### src/rtl/hash_table_pkg.sv
// Shared types and defaults for the IP hash table front end.
package hash_table_pkg;

  typedef enum logic [1:0] {
    ARB_IDLE   = 2'd0,
    ARB_LOOKUP = 2'd1,
    ARB_INSERT = 2'd2
  } arb_op_t;

  // Wide enough for up to 16 lookup requesters; unused upper bits stay zero.
  localparam int LK_TAG_ID_W = 4;

  typedef struct packed {
    logic                   valid;
    logic [LK_TAG_ID_W-1:0] id;
  } lk_tag_t;

  localparam int DEF_INS_GAP    = 2;
  localparam int DEF_STARVE_MAX = 8;

endpackage

### src/rtl/data_valid_if.sv
// Valid-qualified data bundle with no backpressure; the master drives, the slave only observes.
interface data_valid_if #(
  parameter int DATA_W = 1
);
  logic              valid;
  logic [DATA_W-1:0] data;

  modport master (output valid, output data);
  modport slave  (input valid, input data);
endinterface

### src/rtl/ip_req_fifo.sv
// Synchronous FIFO without bypass: a push becomes visible at the head one cycle later.
// Pushes are dropped while full and pops are ignored while empty; full stays up on a same-cycle pop.
module ip_req_fifo #(
  parameter int DATA_W = 32,
  parameter int DEPTH  = 4,
  localparam int AW    = (DEPTH > 1) ? $clog2(DEPTH) : 1,
  localparam int LW    = $clog2(DEPTH) + 1
) (
  input  logic              clk,
  input  logic              rst,
  input  logic              push,
  input  logic [DATA_W-1:0] push_dat,
  input  logic              pop,
  output logic [DATA_W-1:0] pop_dat,
  output logic              full,
  output logic              empty,
  output logic [LW-1:0]     level
);

  logic [DATA_W-1:0] mem [DEPTH];
  logic [AW-1:0]     wr_ptr;
  logic [AW-1:0]     rd_ptr;
  logic              push_ok;
  logic              pop_ok;

  assign full    = (level == LW'(DEPTH));
  assign empty   = (level == '0);
  assign push_ok = push && !full;
  assign pop_ok  = pop && !empty;
  assign pop_dat = mem[rd_ptr];

  always_ff @(posedge clk) begin
    if (push_ok) mem[wr_ptr] <= push_dat;
  end

  always_ff @(posedge clk) begin
    if (rst) begin
      wr_ptr <= '0;
      rd_ptr <= '0;
      level  <= '0;
    end else begin
      if (push_ok) wr_ptr <= wr_ptr + 1'b1;
      if (pop_ok)  rd_ptr <= rd_ptr + 1'b1;
      case ({push_ok, pop_ok})
        2'b10:   level <= level + 1'b1;
        2'b01:   level <= level - 1'b1;
        default: level <= level;
      endcase
    end
  end

endmodule

### src/rtl/ip_hash_req_arbiter.sv
// Shares one hash controller between round-robin lookups and gap-spaced queued inserts; issue 1 cycle after grant.
// Lookups are backpressured by lk_rdy_o (combinational grant), inserts by ins_rdy_o (queue not full).
module ip_hash_req_arbiter
  import hash_table_pkg::*;
#(
  parameter int IP_ADDR_W       = 32,
  parameter int NUM_LK          = 2,
  parameter int HASH_PIPE_DEPTH = 2,
  parameter int INS_FIFO_DEPTH  = 4,
  parameter int INS_GAP         = DEF_INS_GAP,
  parameter int STARVE_MAX      = DEF_STARVE_MAX,
  localparam int ID_W           = (NUM_LK > 1) ? $clog2(NUM_LK) : 1,
  localparam int LVL_W          = $clog2(INS_FIFO_DEPTH) + 1
) (
  input  logic                              clk,
  input  logic                              rst,
  input  logic [NUM_LK-1:0]                 lk_val_i,
  input  logic [NUM_LK-1:0][IP_ADDR_W-1:0]  lk_ip_i,
  output logic [NUM_LK-1:0]                 lk_rdy_o,
  input  logic                              ins_val_i,
  input  logic [IP_ADDR_W-1:0]              ins_ip_i,
  output logic                              ins_rdy_o,
  output logic                              hc_insert_val_o,
  output logic                              hc_look_up_val_o,
  output logic [IP_ADDR_W-1:0]              hc_ip_addr_o,
  data_valid_if.slave                       hc_found_if_i,
  output logic                              resp_val_o,
  output logic [ID_W-1:0]                   resp_id_o,
  output logic                              resp_found_o,
  output logic [LVL_W-1:0]                  ins_level_o,
  output logic                              err_o
);

  localparam int GAP_W = (INS_GAP > 0) ? $clog2(INS_GAP + 1) : 1;
  localparam int STV_W = $clog2(STARVE_MAX + 1);

  logic                 fifo_full;
  logic                 fifo_empty;
  logic [IP_ADDR_W-1:0] fifo_dat;
  logic [GAP_W-1:0]     gap_cnt;
  logic [STV_W-1:0]     starve_cnt;
  logic [ID_W-1:0]      rr_ptr;
  logic [ID_W-1:0]      lk_gnt_id;
  logic [ID_W-1:0]      issue_id;
  logic [ID_W:0]        cand;
  logic                 any_lk;
  logic                 ins_ok;
  arb_op_t              grant_op;
  lk_tag_t              tag_pipe [HASH_PIPE_DEPTH];
  lk_tag_t              tail_tag;
  logic                 tag_id_unused;

  ip_req_fifo #(
    .DATA_W (IP_ADDR_W),
    .DEPTH  (INS_FIFO_DEPTH)
  ) u_ins_fifo (
    .clk      (clk),
    .rst      (rst),
    .push     (ins_val_i),
    .push_dat (ins_ip_i),
    .pop      (grant_op == ARB_INSERT),
    .pop_dat  (fifo_dat),
    .full     (fifo_full),
    .empty    (fifo_empty),
    .level    (ins_level_o)
  );

  assign ins_rdy_o = !fifo_full;
  assign any_lk    = |lk_val_i;
  assign ins_ok    = !fifo_empty && (gap_cnt == '0);

  // Descending scan so the requester closest to rr_ptr is the last (winning) assignment.
  always_comb begin
    grant_op  = ARB_IDLE;
    lk_gnt_id = '0;
    cand      = '0;
    lk_rdy_o  = '0;
    if (ins_ok && (!any_lk || starve_cnt == STV_W'(STARVE_MAX) || fifo_full)) begin
      grant_op = ARB_INSERT;
    end else if (any_lk) begin
      grant_op = ARB_LOOKUP;
      for (int k = NUM_LK - 1; k >= 0; k--) begin
        cand = {1'b0, rr_ptr} + (ID_W + 1)'(k);
        if (cand >= (ID_W + 1)'(NUM_LK)) cand = cand - (ID_W + 1)'(NUM_LK);
        if (lk_val_i[cand[ID_W-1:0]]) lk_gnt_id = cand[ID_W-1:0];
      end
    end
    for (int i = 0; i < NUM_LK; i++) begin
      lk_rdy_o[i] = (grant_op == ARB_LOOKUP) && (lk_gnt_id == ID_W'(i));
    end
  end

  always_ff @(posedge clk) begin
    if (rst) begin
      hc_insert_val_o  <= 1'b0;
      hc_look_up_val_o <= 1'b0;
      hc_ip_addr_o     <= '0;
      issue_id         <= '0;
      rr_ptr           <= '0;
      gap_cnt          <= '0;
      starve_cnt       <= '0;
      err_o            <= 1'b0;
    end else begin
      hc_insert_val_o  <= (grant_op == ARB_INSERT);
      hc_look_up_val_o <= (grant_op == ARB_LOOKUP);
      if (grant_op == ARB_INSERT) begin
        hc_ip_addr_o <= fifo_dat;
      end else if (grant_op == ARB_LOOKUP) begin
        hc_ip_addr_o <= lk_ip_i[lk_gnt_id];
        issue_id     <= lk_gnt_id;
        rr_ptr       <= (lk_gnt_id == ID_W'(NUM_LK - 1)) ? '0 : lk_gnt_id + 1'b1;
      end

      // The gap keeps back-to-back inserts off the controller's read-modify-write window.
      if (grant_op == ARB_INSERT)  gap_cnt <= GAP_W'(INS_GAP);
      else if (gap_cnt != '0)      gap_cnt <= gap_cnt - 1'b1;

      if (grant_op == ARB_INSERT || fifo_empty)               starve_cnt <= '0;
      else if (ins_ok && starve_cnt != STV_W'(STARVE_MAX))    starve_cnt <= starve_cnt + 1'b1;

      if (hc_found_if_i.valid && !tail_tag.valid) err_o <= 1'b1;
    end
  end

  // Tag pipe mirrors the controller's lookup latency so the tail lines up with found valid.
  always_ff @(posedge clk) begin
    if (rst) begin
      for (int i = 0; i < HASH_PIPE_DEPTH; i++) tag_pipe[i] <= '0;
    end else begin
      tag_pipe[0] <= '{valid: hc_look_up_val_o, id: LK_TAG_ID_W'(issue_id)};
      for (int i = 1; i < HASH_PIPE_DEPTH; i++) tag_pipe[i] <= tag_pipe[i-1];
    end
  end

  assign tail_tag      = tag_pipe[HASH_PIPE_DEPTH-1];
  assign tag_id_unused = |tail_tag.id;
  assign resp_val_o    = hc_found_if_i.valid;
  assign resp_id_o     = tail_tag.id[ID_W-1:0];
  assign resp_found_o  = hc_found_if_i.data[0];

endmodule

### src/flat_wrapper.sv
// flat-port wrapper written by rule: the top's interface ports become plain ports
module ip_hash_req_arbiter_flat import hash_table_pkg::*;
#(
  parameter int IP_ADDR_W       = 32,
  parameter int NUM_LK          = 2,
  parameter int HASH_PIPE_DEPTH = 2,
  parameter int INS_FIFO_DEPTH  = 4,
  parameter int INS_GAP         = DEF_INS_GAP,
  parameter int STARVE_MAX      = DEF_STARVE_MAX,
  localparam int ID_W           = (NUM_LK > 1) ? $clog2(NUM_LK) : 1,
  localparam int LVL_W          = $clog2(INS_FIFO_DEPTH) + 1
)
  (clk, rst, lk_val_i, lk_ip_i, lk_rdy_o, ins_val_i, ins_ip_i, ins_rdy_o, hc_insert_val_o, hc_look_up_val_o, hc_ip_addr_o, resp_val_o, resp_id_o, resp_found_o, ins_level_o, err_o, hc_found_if_i_valid, hc_found_if_i_data);
  data_valid_if #(.DATA_W(1)) hc_found_if_i_i ();
  input  logic clk;
  input  logic rst;
  input  logic [NUM_LK-1:0] lk_val_i;
  input  logic [NUM_LK-1:0][IP_ADDR_W-1:0] lk_ip_i;
  output logic [NUM_LK-1:0] lk_rdy_o;
  input  logic ins_val_i;
  input  logic [IP_ADDR_W-1:0] ins_ip_i;
  output logic ins_rdy_o;
  output logic hc_insert_val_o;
  output logic hc_look_up_val_o;
  output logic [IP_ADDR_W-1:0] hc_ip_addr_o;
  output logic resp_val_o;
  output logic [ID_W-1:0] resp_id_o;
  output logic resp_found_o;
  output logic [LVL_W-1:0] ins_level_o;
  output logic err_o;
  input wire logic [$bits(hc_found_if_i_i.valid)-1:0] hc_found_if_i_valid;
  input wire logic [$bits(hc_found_if_i_i.data)-1:0] hc_found_if_i_data;
  assign hc_found_if_i_i.valid = hc_found_if_i_valid;
  assign hc_found_if_i_i.data = hc_found_if_i_data;
  ip_hash_req_arbiter #(.IP_ADDR_W(IP_ADDR_W), .NUM_LK(NUM_LK), .HASH_PIPE_DEPTH(HASH_PIPE_DEPTH), .INS_FIFO_DEPTH(INS_FIFO_DEPTH), .INS_GAP(INS_GAP), .STARVE_MAX(STARVE_MAX)) u_core (.clk(clk), .rst(rst), .lk_val_i(lk_val_i), .lk_ip_i(lk_ip_i), .lk_rdy_o(lk_rdy_o), .ins_val_i(ins_val_i), .ins_ip_i(ins_ip_i), .ins_rdy_o(ins_rdy_o), .hc_insert_val_o(hc_insert_val_o), .hc_look_up_val_o(hc_look_up_val_o), .hc_ip_addr_o(hc_ip_addr_o), .hc_found_if_i(hc_found_if_i_i), .resp_val_o(resp_val_o), .resp_id_o(resp_id_o), .resp_found_o(resp_found_o), .ins_level_o(ins_level_o), .err_o(err_o));
endmodule
### config.mk
export PLATFORM = sky130hd
export DESIGN_NAME = ip_hash_req_arbiter_flat
export DESIGN_NICKNAME = d
export VERILOG_FILES = /design/src/rtl/hash_table_pkg.sv /design/src/rtl/data_valid_if.sv /design/src/rtl/ip_req_fifo.sv /design/src/rtl/ip_hash_req_arbiter.sv /design/src/flat_wrapper.sv
export SDC_FILE = /design/constraint.sdc
export NUM_CORES = 1
export LEC_CHECK = 0
export CORE_MARGIN = 5
export CORE_UTILIZATION = 45
export DETAILED_ROUTE_END_ITERATION = 10
export PLACE_DENSITY = 0.83
export SLEW_MARGIN = 30
export SYNTH_ARGS = -nofsm -noshare
export SYNTH_HDL_FRONTEND = slang
export SYNTH_SLANG_ARGS = --single-unit
### constraint.sdc
create_clock -name clk -period 3.2 [get_ports clk]
set_input_delay 0.48 -clock clk [delete_from_list [all_inputs] [get_ports clk]]
set_output_delay 0.48 -clock clk [all_outputs]
set_load 0.02 [all_outputs]
==> results.yml, run 1 <==
status:
  status: "finished clean"
clocking:
  htree_num_levels: 4
  hold_buffers: 0
  cts_tree: "yes"
  worstSkewPairLatency_ns: 0.42
  cts_root_buffer: "clkbuf_16"
  cts_resized: 0
  cts_buffers: 17
  cts.sinks: 184
  cts_max_path_buffers: 2
  clk_pin_slew_ns: 0.06
  cts_setup_buffers: 0
logic_synthesis:
  synth-main-ff-cell: "edfxtp_1"
  seq_area_frac_synth: 0.6350
  syn_nets: 644
  ys_warn_count: 0
  synth.distinct_cells: 44
  async_flop_share: 0
  ys_ff_latch: 184
  syn-cell-area_mm2: 0.007819
  synth_cells: 533
  syn_avg_cell_area_um2: 14.67
  synth_edf_count: 128
routing:
  viasPerCell: 5.821
  routed_wl_um: 19370
  antenna_left: 0
  first_pass_iters: 5
  vias: 5303
  drt_iter0_drc: 348
  wl_per_cell_um: 21.26
  drc: 0
global_route:
  grt-ovfl-total: 0
  grt_pass1_vias: 5536
  grt_pass1_wl_um: 30020
  antenna_found_initial: 1
  grt_max_degree: 56
  grt_usage: 0.1945
worst_setup_path:
  slowest_stage: "clkdlybuf4s50_1"
  cp.arrival_ns: 2.40
  setup.worst_path.start_class: "flip-flop"
  rrSetupSlack_ns: 0.62
  crit_path_cell_trace: "inv_1 > ha_1 > nand3b_1 > a211o_1 > inv_1 > nor2_1 > clkdlybuf4s50_1"
  path_max_fanout: 6
  timing.rr.end: "u_core.u_ins_fifo.level[2]"
  cpMostUsedCell: "inv_1"
  r2r-start: "u_core.starve_cnt[0]"
  critPathCaptureType: "output port"
  slowest_delay_ns: 0.65
  ff2ff_path_depth: 11
  path_class: "flip-flop to output port"
  crit_required_ns: 2.72
sta:
  max_freq_mhz: 346.8
  period_share: 0.9012
  slew_viol_final: 0
  period_needed_ns: 2.884
  tightest_slew_ns: 0.8841
  fin_tns_setup_ns: 0
  fin_skew_ns: 0.01096
  final_hold_viol_count: 0
  rsz0062_at_grt: "no"
  relSlewSlack: 0.4106
  setup_viol: 0
placed_design:
  hpwlAfterDp_um: 13210
  place_congestion: 0.8052
  port_buffers: 144
  placed_cells: 878
  placed_area_mm2: 0.009414
job:
  maxCapViolCount: 0
finish:
  final_nets: 783
  utilization: 0.5793
  drive_gt1_frac: 0.1504
  nFillCells: 1338
  seq_area_mm2: 0.004967
  area_growth_pct: 27.27
  fin_area_mm2: 0.009951
  multi_input_area_mm2: 0.002541
  stdcell_count: 911
hold_path:
  holdPathStages: 1
  whs_endpoint: "u_core.tag_pipe[0][5]"
  hold_path.class: "flip-flop to flip-flop"
  holdCritStartpoint: "u_core.tag_pipe[0][0]"
floorplanning:
  start_util: 0.4552
  die_w_um: 141.8
  die_h_um: 141.8
  core-area_mm2: 0.01718
  die_area_mm2: 0.02011
  io_pins: 147
  rows: 48
power_and_ir_drop:
  ir_worst_vdd_mv: 0.5914
  p_leak_nw: 3.429
  power.density_mw_per_mm2: 803.2
-- per-stage QoR --
stage | total power, mW | hold slack (ns) | worst slack [ns]
6_report | 7.992 | 0.4439 | 0.3161
5_1_grt | 8.388 | 0.4679 | 0.1876
4_1_cts | 8.046 | 0.4474 | 0.2973
3_5_place_dp | 6.131 | 0.4332 | 0.3478
3_3_place_gp | 6.029 | 0.4232 | 0.4468
2_1_floorplan | 5.089 | 0.4138 | 0.5713
-- flip-flops by register name (all words and copies together) (netlist names), named ones only --
register	flops
u_core.u_ins_fifo.mem	128
u_core.hc_ip_addr_o	32
u_core.starve_cnt	4
u_core.tag_pipe	4
u_core.u_ins_fifo.level	3
u_core.gap_cnt	2
u_core.u_ins_fifo.rd_ptr	2
u_core.u_ins_fifo.wr_ptr	2
u_core.err_o	1
u_core.hc_insert_val_o	1
u_core.hc_look_up_val_o	1
u_core.issue_id	1
u_core.rr_ptr	1
-- layer usage --
layer / vias to the layer above / track usage / routed length (µm)
met2: 237 / 0.3278 / 9936
met4: 0 / 0.07323 / 478
met3: 30 / 0.05527 / 1404
li1: 2397 / - / -
met1: 2639 / 0.2386 / 7553
met5: - / 0 / 0
-- logic make-up after synthesis --
family	after synthesis	synth area share
adder cells (fa/ha/maj)	8	0.01376
buffers and inverters	55	0.04001
AND/OR/NAND/NOR	133	0.09554
flip-flops	184	0.6350
AO/OA/AOI/OAI	114	0.1155
XOR/XNOR	6	0.006722
multiplexers	33	0.09345
-- cell usage in the layout (no fill, tap or decap), types with 11 or more instances in the layout --
master	n
a211oi_1	24
clkdlybuf4s50_1	141
o31ai_1	11
buf_4	22
o21ai_0	11
mux4_2	32
nor2_1	22
dfxtp_1	54
nand2_1	17
a221oi_1	17
or3_1	12
clkbuf_16	17
edfxtp_1	128
and3_1	44
nand3b_1	12
-- how the worst max path moves through the flow --
stage / startpoint / endpoint / slack [ns] / cells after the start
floorplan: lk_val_i[1] / u_core.u_ins_fifo.level[2] / 0.57 / 11
global placement: lk_val_i[0] / u_core.u_ins_fifo.level[2] / 0.45 / 10
detailed placement: lk_val_i[0] / u_core.u_ins_fifo.level[2] / 0.35 / 10
CTS: u_core.starve_cnt[0] / lk_rdy_o[1] / 0.30 / 7
global route: u_core.starve_cnt[0] / lk_rdy_o[1] / 0.19 / 7
finish: u_core.starve_cnt[0] / lk_rdy_o[1] / 0.32 / 7
-- area by class of cell --
type                       count  area share
clock buffer                  18     0.04313
antenna                        1   0.0002515
timing repair buffer         165      0.1594
inverter                      10    0.003772
multi-input combinational    294      0.2554
sequential                   184      0.4992
tap                          225     0.02829
clock inverter                14     0.01056
-- critical path: cells and delay by family (launching register included) --
family / cells / cell delay (ns)
simple gates: 2 / 0.42
flops: 1 / 0.37
buf+inv: 3 / 0.81
compound gates: 1 / 0.19
fa+ha+maj: 1 / 0.20
-- cells in the mapped netlist (4+ instances only) --
cell,number,share of area
a211oi_1,24,0.023
a21boi_0,10,0.0096
a21oi_1,10,0.0064
a221oi_1,17,0.019
a221oi_2,7,0.013
a31oi_1,9,0.0072
and3_1,44,0.035
and3_2,5,0.0048
buf_2,10,0.0064
buf_4,6,0.0058
buf_6,8,0.012
clkbuf_1,19,0.0091
dfxtp_1,56,0.14
edfxtp_1,128,0.49
ha_1,7,0.011
inv_1,10,0.0048
mux4_2,32,0.092
nand2_1,17,0.0082
nand3b_1,12,0.012
nor2_1,22,0.011
nor2b_1,4,0.0032
nor3_1,7,0.0045
o21ai_0,11,0.0070
o311ai_0,9,0.010
o31ai_1,11,0.011
or3_1,12,0.0096
-- power breakdown --
part | leakage, nW | internal (mW) | switching (mW)
logic | 1.53 | 1.29 | 1.51
clock network | 0.258 | 1.06 | 0.850
registers | 1.64 | 2.98 | 0.296
total | 3.43 | 5.33 | 2.66
Power figures use the tool's default switching activity.
==> run 2: changes to the inputs <==
- CTS_BUF_LIST: default -> sky130_fd_sc_hd__clkbuf_4 sky130_fd_sc_hd__clkbuf_8
==> run 2 against run 1 <==
  * Clock skew grew 0.0029 ns
  * Core utilization is 1.1 points lower
  * Combinational power barely moved
  * Largest cell class unchanged
  * Worst hold slack better by 0.0086 ns
  * Clock power is 26% lower
  * Power down 6.4%
  * First-iteration DRC count rose by 16%
  * Sequential share of layout area grew 0.97 points
  * Sequential cell count unchanged
==> results.yml, run 2 (synthesized netlist as in run 1, its figures left out) <==
sta:
  fin_tns_setup_ns: 0
  period_share: 0.9151
  relSlewSlack: 0.4090
  final_hold_viol_count: 0
  setup_viol: 0
  tightest_slew_ns: 0.8865
  max_freq_mhz: 341.5
  rsz0062_at_grt: "no"
  setup_ws_ns: 0.2717
  period_needed_ns: 2.928
  slew_viol_final: 0
  fin_skew_ns: 0.01382
worst_setup_path:
  critPathCaptureType: "output port"
  slowest_delay_ns: 0.65
  path_class: "flip-flop to output port"
  critical_path.top_delay_family: "buffers and inverters"
  path_buf_inv: 3
  path_max_fanout: 6
  crit_path_cell_trace: "inv_1 > ha_1 > nand3b_1 > a211o_1 > inv_1 > nor2_1 > clkdlybuf4s50_1"
  cpMostUsedCell: "inv_1"
  setup.worst_path.start_class: "flip-flop"
  crit_required_ns: 2.72
  cp.arrival_ns: 2.45
  slowest_stage: "clkdlybuf4s50_1"
clocking:
  cts_max_path_buffers: 2
  htree_num_levels: 4
  cts_buffers: 17
  worstSkewPairLatency_ns: 0.45
  clk_pin_slew_ns: 0.09
  hold_buffers: 0
  cts_root_buffer: "clkbuf_8"
  cts.sinks: 184
  cts_setup_buffers: 0
  cts_tree: "yes"
  cts_resized: 0
global_route:
  gr-usage-met1: 0.2272
  met2_usage: 0.3258
  antenna_found_initial: 0
  grt_pass1_wl_um: 29680
  busiest_layer: "met2"
  grt-ovfl-total: 0
  met3_usage: 0.05999
  grt_max_degree: 56
  grt_pass1_vias: 5583
  grt_usage: 0.1922
routing:
  wl_per_cell_um: 21.18
  vias: 5248
  first_pass_iters: 5
  antenna_left: 0
  drc: 0
  routed_wl_um: 19270
  viasPerCell: 5.767
  drt_iter0_drc: 404
finish:
  utilization: 0.5683
  largest_register_ffs: 128
  final_cell_mix: "clkdlybuf4s50_1 (141), edfxtp_1 (128), dfxtp_1 (54)"
  layout_commonest_cell: "clkdlybuf4s50_1"
  area_growth_pct: 24.84
  drive_gt1_frac: 0.1518
  largest-register: "u_core.u_ins_fifo.mem"
  final_nets: 783
  reg_top3: "u_core.u_ins_fifo.mem x128, u_core.hc_ip_addr_o x32"
  antenna_cells: 0
  nFillCells: 1378
floorplanning:
  die_w_um: 141.8
  start_util: 0.4552
  die_area_mm2: 0.02011
  die_h_um: 141.8
  rows: 48
  core-area_mm2: 0.01718
  io_pins: 147
hold_path:
  hold_path.class: "flip-flop to flip-flop"
power_and_ir_drop:
  power.density_mw_per_mm2: 766.4
  power.share.clock: 0.188
  p_sw_mw: 2.601
  swShare: 0.3477
  seq_power_share: 0.438
  p_leak_nw: 3.345
  power_frac_comb: 0.374
  internal_power_mw: 4.879
  ir_worst_vdd_mv: 0.5839
status:
  status: "finished clean"
placed_design:
  place_congestion: 0.8052
  dp_slack_ns: 0.3478
  hpwlAfterDp_um: 13210
  port_buffers: 144
job:
  maxCapViolCount: 0
-- run 2: layer usage --
metal / vias up / wire length (µm)
li1: 2392 / -
met1: 2611 / 7457
met2: 211 / 9868
met3: 34 / 1446
met4: 0 / 502
met5: - / 0
-- run 2: final cells by class --
| cell class | count | area (µm²) | area share |
|---|---|---|---|
| Clock buffer | 18 | 241.5 | 0.02474 |
| Clock inverter | 14 | 105.1 | 0.01077 |
| Inverter | 10 | 37.54 | 0.003846 |
| Multi-Input combinational cell | 294 | 2541 | 0.2604 |
| Sequential cell | 184 | 4967 | 0.5089 |
| Tap cell | 225 | 281.5 | 0.02884 |
| Timing Repair Buffer | 165 | 1587 | 0.1625 |
-- run 2: worst paths after layout --
path | slack (ns) | cells past startpoint | startpoint | to
hold / removal | 0.45 | 1 | u_core.tag_pipe[0][0] | u_core.tag_pipe[0][5]
setup reg to reg | 0.63 | 11 | u_core.starve_cnt[0] | u_core.u_ins_fifo.level[2]
setup / recovery | 0.27 | 7 | u_core.starve_cnt[0] | lk_rdy_o[1]
hold reg to reg | 0.45 | 1 | u_core.tag_pipe[0][0] | u_core.tag_pipe[0][5]
-- run 2: metrics by stage --
stage,instance area [µm²],hold slack (ns),power (mW),std cells
6_report,9761,0.4525,7.480,910
5_1_grt,9761,0.4716,7.859,910
4_1_cts,9761,0.4530,7.531,910
3_5_place_dp,9414,0.4332,6.131,878
3_3_place_gp,9414,0.4232,6.029,878
2_1_floorplan,7819,0.4138,5.089,533
-- run 2: power by group through the flow --
stage                     logic, mW  clock network [mW]  registers (mW)
after detailed placement       2.80                   0            3.33
after CTS                      2.81                1.44            3.28
final                          2.80                1.41            3.28
after global routing           3.00                1.53            3.33
after floorplan                1.66                   0            3.43
after global placement         2.72                   0            3.31
